## src/rtl/wand_bus_tx.sv

```systemverilog
// Wired-AND bus transmitter: waits for an idle line, sends start/data/stop bits
// MSB first, and drops out as soon as a released '1' is read back as '0'.
module wand_bus_tx #(
   parameter int DATA_W      = 8,
   parameter int BIT_CYCLES  = 4,
   parameter int IDLE_CYCLES = 4
) (
   input  logic              clk,
   input  logic              rst_n,
   input  logic              tx_valid,
   input  logic [DATA_W-1:0] tx_data,
   output logic              tx_ready,
   input  logic              bus_in,
   output logic              bus_drive_low,
   output logic              done,
   output logic              arb_lost,
   output logic              frame_err,
   output logic [2:0]        state_dbg
);

   localparam int BCW = (BIT_CYCLES > 1) ? $clog2(BIT_CYCLES) : 1;
   localparam int ICW = (IDLE_CYCLES > 1) ? $clog2(IDLE_CYCLES) : 1;
   localparam int IXW = (DATA_W > 1) ? $clog2(DATA_W) : 1;
   localparam logic [BCW-1:0] BIT_LAST  = BCW'(BIT_CYCLES - 1);
   localparam logic [ICW-1:0] IDLE_LAST = ICW'(IDLE_CYCLES - 1);
   localparam logic [IXW-1:0] IDX_LAST  = IXW'(DATA_W - 1);

   typedef enum logic [2:0] {
      S_IDLE      = 3'd0,
      S_WAIT_IDLE = 3'd1,
      S_START     = 3'd2,
      S_DATA      = 3'd3,
      S_STOP      = 3'd4
   } state_t;

   state_t              state_q, state_d;
   logic [BCW-1:0]      bit_cnt_q, bit_cnt_d;
   logic [ICW-1:0]      idle_cnt_q, idle_cnt_d;
   logic [IXW-1:0]      bit_idx_q, bit_idx_d;
   logic [DATA_W-1:0]   shift_q, shift_d;
   logic                ev_done, ev_lost, ev_ferr;
   logic                sample;

   logic tx_ready_q, tx_ready_d;
   logic drive_q, drive_d;
   logic done_q, done_d;
   logic arb_lost_q, arb_lost_d;
   logic frame_err_q, frame_err_d;

   // Handshake: a payload transfers on any rising edge where tx_valid && tx_ready;
   // tx_ready is high only in IDLE and tx_valid is ignored everywhere else.
   always_ff @(posedge clk) begin
      if (!rst_n) begin
         state_q     <= S_IDLE;
         bit_cnt_q   <= '0;
         idle_cnt_q  <= '0;
         bit_idx_q   <= '0;
         shift_q     <= '0;
         tx_ready_q  <= 1'b1;
         drive_q     <= 1'b0;
         done_q      <= 1'b0;
         arb_lost_q  <= 1'b0;
         frame_err_q <= 1'b0;
      end else begin
         state_q     <= state_d;
         bit_cnt_q   <= bit_cnt_d;
         idle_cnt_q  <= idle_cnt_d;
         bit_idx_q   <= bit_idx_d;
         shift_q     <= shift_d;
         tx_ready_q  <= tx_ready_d;
         drive_q     <= drive_d;
         done_q      <= done_d;
         arb_lost_q  <= arb_lost_d;
         frame_err_q <= frame_err_d;
      end
   end

   assign sample = (bit_cnt_q == BIT_LAST);

   always_comb begin
      state_d    = state_q;
      bit_cnt_d  = bit_cnt_q;
      idle_cnt_d = idle_cnt_q;
      bit_idx_d  = bit_idx_q;
      shift_d    = shift_q;
      ev_done    = 1'b0;
      ev_lost    = 1'b0;
      ev_ferr    = 1'b0;
      case (state_q)
         S_IDLE: begin
            if (tx_valid) begin
               shift_d    = tx_data;
               idle_cnt_d = '0;
               state_d    = S_WAIT_IDLE;
            end
         end
         S_WAIT_IDLE: begin
            if (!bus_in) begin
               idle_cnt_d = '0;
            end else if (idle_cnt_q == IDLE_LAST) begin
               idle_cnt_d = '0;
               bit_cnt_d  = '0;
               state_d    = S_START;
            end else begin
               idle_cnt_d = idle_cnt_q + 1'b1;
            end
         end
         S_START: begin
            if (sample) begin
               bit_cnt_d = '0;
               bit_idx_d = '0;
               state_d   = S_DATA;
            end else begin
               bit_cnt_d = bit_cnt_q + 1'b1;
            end
         end
         S_DATA: begin
            if (sample) begin
               bit_cnt_d = '0;
               // A released '1' read back low means another node owns the line.
               if (shift_q[DATA_W-1] && !bus_in) begin
                  ev_lost = 1'b1;
                  state_d = S_IDLE;
               end else if (bit_idx_q == IDX_LAST) begin
                  state_d = S_STOP;
               end else begin
                  bit_idx_d = bit_idx_q + 1'b1;
                  shift_d   = shift_q << 1;
               end
            end else begin
               bit_cnt_d = bit_cnt_q + 1'b1;
            end
         end
         S_STOP: begin
            if (sample) begin
               bit_cnt_d = '0;
               state_d   = S_IDLE;
               ev_done   = bus_in;
               ev_ferr   = !bus_in;
            end else begin
               bit_cnt_d = bit_cnt_q + 1'b1;
            end
         end
         default: state_d = S_IDLE;
      endcase
   end

   // Outputs are computed from the next state so the registered values line up
   // with the state they belong to.
   always_comb begin
      tx_ready_d  = (state_d == S_IDLE);
      drive_d     = (state_d == S_START) ||
                    ((state_d == S_DATA) && !shift_d[DATA_W-1]);
      done_d      = ev_done;
      arb_lost_d  = ev_lost;
      frame_err_d = ev_ferr;
   end

   assign tx_ready      = tx_ready_q;
   assign bus_drive_low = drive_q;
   assign done          = done_q;
   assign arb_lost      = arb_lost_q;
   assign frame_err     = frame_err_q;
   assign state_dbg     = state_q;

endmodule

```

## config.mk

```make
export PLATFORM = sky130hd
export DESIGN_NAME = wand_bus_tx
export DESIGN_NICKNAME = d
export VERILOG_FILES = /design/src/rtl/wand_bus_tx.sv
export SDC_FILE = /design/constraint.sdc
export NUM_CORES = 1
export LEC_CHECK = 0
export CAP_MARGIN = 20
export CORE_ASPECT_RATIO = 1.4
export CORE_MARGIN = 1.5
export CORE_UTILIZATION = 54
export DETAILED_ROUTE_END_ITERATION = 16
export GPL_TIMING_DRIVEN = 0
export PLACE_DENSITY_LB_ADDON = 0.25
export RECOVER_POWER = 50
export SLEW_MARGIN = 10
export SYNTH_ARGS = -nofsm -noshare
export SYNTH_HDL_FRONTEND = slang
export SYNTH_SLANG_ARGS = --single-unit
export TNS_END_PERCENT = 20
```

## constraint.sdc

```tcl
create_clock -name clk -period 4.4 [get_ports clk]
set_input_delay 0.66 -clock clk [delete_from_list [all_inputs] [get_ports clk]]
set_output_delay 0.66 -clock clk [all_outputs]
set_load 0.02 [all_outputs]
```

; Yosys cells after proc, flatten, opt, wreduce, memory -nomap -nowiden
; Index checks and enable logic that the tools add are counted.
[op_classes]
n_addsub = 3
n_eq_ne = 16
mux = 28
reduce_logical = 18
[op_table]
columns = op, count
row1 = 3-bit two-way mux, 12
row2 = 8-bit two-way mux, 4
row3 = 8-bit case mux with 2 select lines, 1
row4 = 3-bit case mux with 5 select lines, 1
row5 = 2-bit != test (second input constant), 7
row6 = 3-bit by 2-bit == test with 1-bit output (second input constant), 4
row7 = 2-bit two-way mux, 6
row8 = 5-bit AND reduction, 2
row9 = 3-bit AND reduction, 3
row10 = 2-bit case mux with 2 select lines, 2
row11 = 2-bit nonzero test, 4
row12 = 3-bit == test (second input constant), 2
row13 = 3-bit logical NOT, 2
row14 = 3-bit case mux with 2 select lines, 1
row15 = 2-bit by 1-bit adder with 2-bit output (second input constant), 2
row16 = 2-bit == test (second input constant), 2
row17 = 3-bit by 1-bit adder with 3-bit output (second input constant), 1
row18 = 3-bit by 1-bit == test with 1-bit output (second input constant), 1
row19 = 3-bit OR reduction, 1
row20 = 1-bit logical AND, 2
row21 = 1-bit logical NOT, 2
row22 = 2-bit AND reduction, 1
row23 = 1-bit logical OR, 1
row24 = 1-bit two-way mux, 1
[totals]
regBits = 23
in_bits = 12
output_inout_bits = 8

; Logic depth before layout (Yosys ltp)
[logic_depth]
word_depth = 8
mapped_depth = 7
depth_no_buf = 6

; Least setup slack after synthesis
; No wires, ideal clock.
[synth_path]
path_kind = input-to-reg
start = in bus_in
end = reg shift_q[7]
t_arrival_ps = 1746
setup_slack_ps = 2539
stages = 6
cell_sequence = buf_2 -> nand2b_1 -> and3_1 -> buf_6 -> a221o_1 -> and2_1
[synth_between]
elab_chain_cells = 5
[synth_lines]
columns = element, line_no
row1 = start: declaration, 13  ; input logic bus_in,
row2 = 1-bit logical NOT, 121  ; if (shift_q[DATA_W-1] && !bus_in) begin
row3 = 1-bit logical AND, 121
row4 = 8-bit two-way mux, 121
row5 = 8-bit two-way mux, 118  ; if (sample) begin
row6 = 8-bit case mux with 2 select lines, 89  ; case (state_q)
row7 = end signal: assignment, 69  ; shift_q <= shift_d;
row8 = end: declaration, 40  ; logic [DATA_W-1:0] shift_q, shift_d;
; No other way between the ends. The select of a mux whose other input is x is not followed.
; A chain may end at the register's enable or synchronous reset.

==> impl_metrics.ini <==
[pwr]
powerDensity_nw_per_um2 = 275
p_leak_nw = 0.505
peakVddDrop_mv = 0.266
p_total_mw = 0.352

[sta]
fmax_mhz = 433
slew_violations = 0
post-route-min-period_ns = 2.31
min_period_over_period_pct = 52.4
tightest_slew_ns = 0.964
slew_headroom_pct = 34.1
fin_worst_skew_ns = 0.00751
rsz0062_at_grt = no
fin_ws_ns = 2.09
setup_tns_ns = 0
hold_violations = 0
setup_viol = 0

[cts]
cts_hold_buf = 0
cts_sinks = 23
clkTransAtPathRegs_ns = 0.12
cts_inserted_buffers = 3
clockBufferDepth = 2
root_buffer = clkbuf_4
cts-resized-gates = 0
clock_latency_ns = 0.31
htreeDepth = 1
cts_tree = yes
cts_setup_buffers = 0

[placed_design]
pre_cts_ws_ns = 2.08
place_hpwl_um = 1750
gp_congestion = 0.841
dp_cells = 157
port_buffers = 18

[detailed_routing]
viasPerCell = 6.04
antenna_left = 0
totalWireLength_um = 2310
drt_iter0_drc = 31
drcViolationCount = 0
wl_per_cell_um = 14.4
first_pass_iters = 4
vias = 972

[grt]
grt_max_degree = 14
grt_util_all_layers_pct = 24.0
grt_overflow = 0
grt_antenna_before_repair = 0
first_global_vias = 966
grt_pass1_wl_um = 3930

[layout]
drive_gt1_share_pct = 5.67
final_cell_mix = 23 x dfxtp_1, 15 x clkdlybuf4s50_1, 14 x a21oi_1
fin_cells = 161
final_util_pct = 70.2
fin_nets = 158
n_antenna_cell = 0
mostFrequentLayoutCell = dfxtp_1
syn_to_final_growth_pct = 18.8

[critical_path]
worst_ep_required_time_ns = 4.65
critPathMaxFanout = 6
r2r_setup_slack_ns = 2.13
critPathKind = input port to register
worstPathArrival_ns = 2.56
cp-start-kind = input port
end_kind = register

[outcome]
status = finished clean

[die]
die_w_um = 40.8
start_util_pct = 59.1
io_pins = 20
coreArea_um2 = 1820
die_h_um = 55.8
row_count = 18
die_area_um2 = 2280

[logic_synthesis]
syn_nets = 135
synth-main-ff-cell = dfxtp_1
yosys_register_bits = 23
synth.distinct_cells = 34
ys_seq_area_share_pct = 42.7
synth_warnings = 0
synth-edff-count = 0
syn-instance-count = 119
avgSynthCellArea_um2 = 9.05
ys_async_sr_fraction_pct = 0
netlist_area_um2 = 1080

[flow_run]
cap_violations = 0

[min_path]
min_path_type = register to register
layer usage:
metal	share of wire (%)	wire length (µm)	global-route usage, %	vias up
li1	-	-	-	483
met1	42	974	27.0	453
met2	52	1210	41.5	30
met3	3.5	80	2.40	6
met4	2.1	48	11.0	0
met5	0	0	0	-
cell usage after synthesis, drive strengths merged, types with 3 or more instances:
cell	count	area, µm²
a21oi	14	70.1
a22oi	6	45.0
and3	3	18.8
buf	5	33.8
dfxtp	23	460
ha	4	50.1
nand2	10	37.5
nand4	3	18.8
nor2	9	33.8
nor2b	3	18.8
o21ai	12	60.1
metrics by stage:
step	cell area [µm²]	hold slack, ns
4_1_cts	1310	0.485
5_1_grt	1280	0.510
3_5_place_dp	1280	0.466
3_3_place_gp	1280	0.446
2_1_floorplan	1080	0.436
6_report	1280	0.484
critical path, stage by stage:
cell and delay [ns]:
dlygate4sd3_1 0.64, inv_1 0.17, a2111oi_0 0.85, a21boi_1 0.24
state kept, by name (all words and copies together) (netlist names):
register	flops
arb_lost	1
bit_cnt_q	2
bit_idx_q	3
bus_drive_low	1
done	1
frame_err	1
idle_cnt_q	2
shift_q	8
state_dbg	3
tx_ready	1
final timing paths:
check,to,startpoint,cells past startpoint
hold reg to reg,shift_q[5],shift_q[5],2
setup reg to reg,bus_drive_low,state_dbg[0],5
hold / removal,shift_q[5],shift_q[5],2
setup / recovery,bus_drive_low,rst_n,4
power breakdown:
part,total [mW],switching [mW],internal (mW),leakage [nW]
Clock,0.0980,0.0640,0.0340,0.0177
Combinational,0.0366,0.0184,0.0182,0.300
Sequential,0.218,0.00344,0.214,0.187
cell families (layout without fill, tap and decap cells):
kind of cell	after synthesis	in the layout	synth area share, %
adders and majority gates	4	4	4.65
muxes	1	1	0.929
AOI/OAI and AO/OA	45	45	27.9
buffers and inverters	9	31	4.53
DFF	23	23	42.7
and+or+nand+nor	37	37	19.3
final cells by class:
class	instances	area (µm²)
fillers	154	544
inverters	2	7.51
plain buffers	7	30.0
well taps	20	25.0
flip-flops and latches	23	460
repair buffers	18	180
clock inverters	1	5.00
multi-input cells	87	549
clock buffers	3	22.5
No activity file was read; power rests on OpenSTA's default activity.
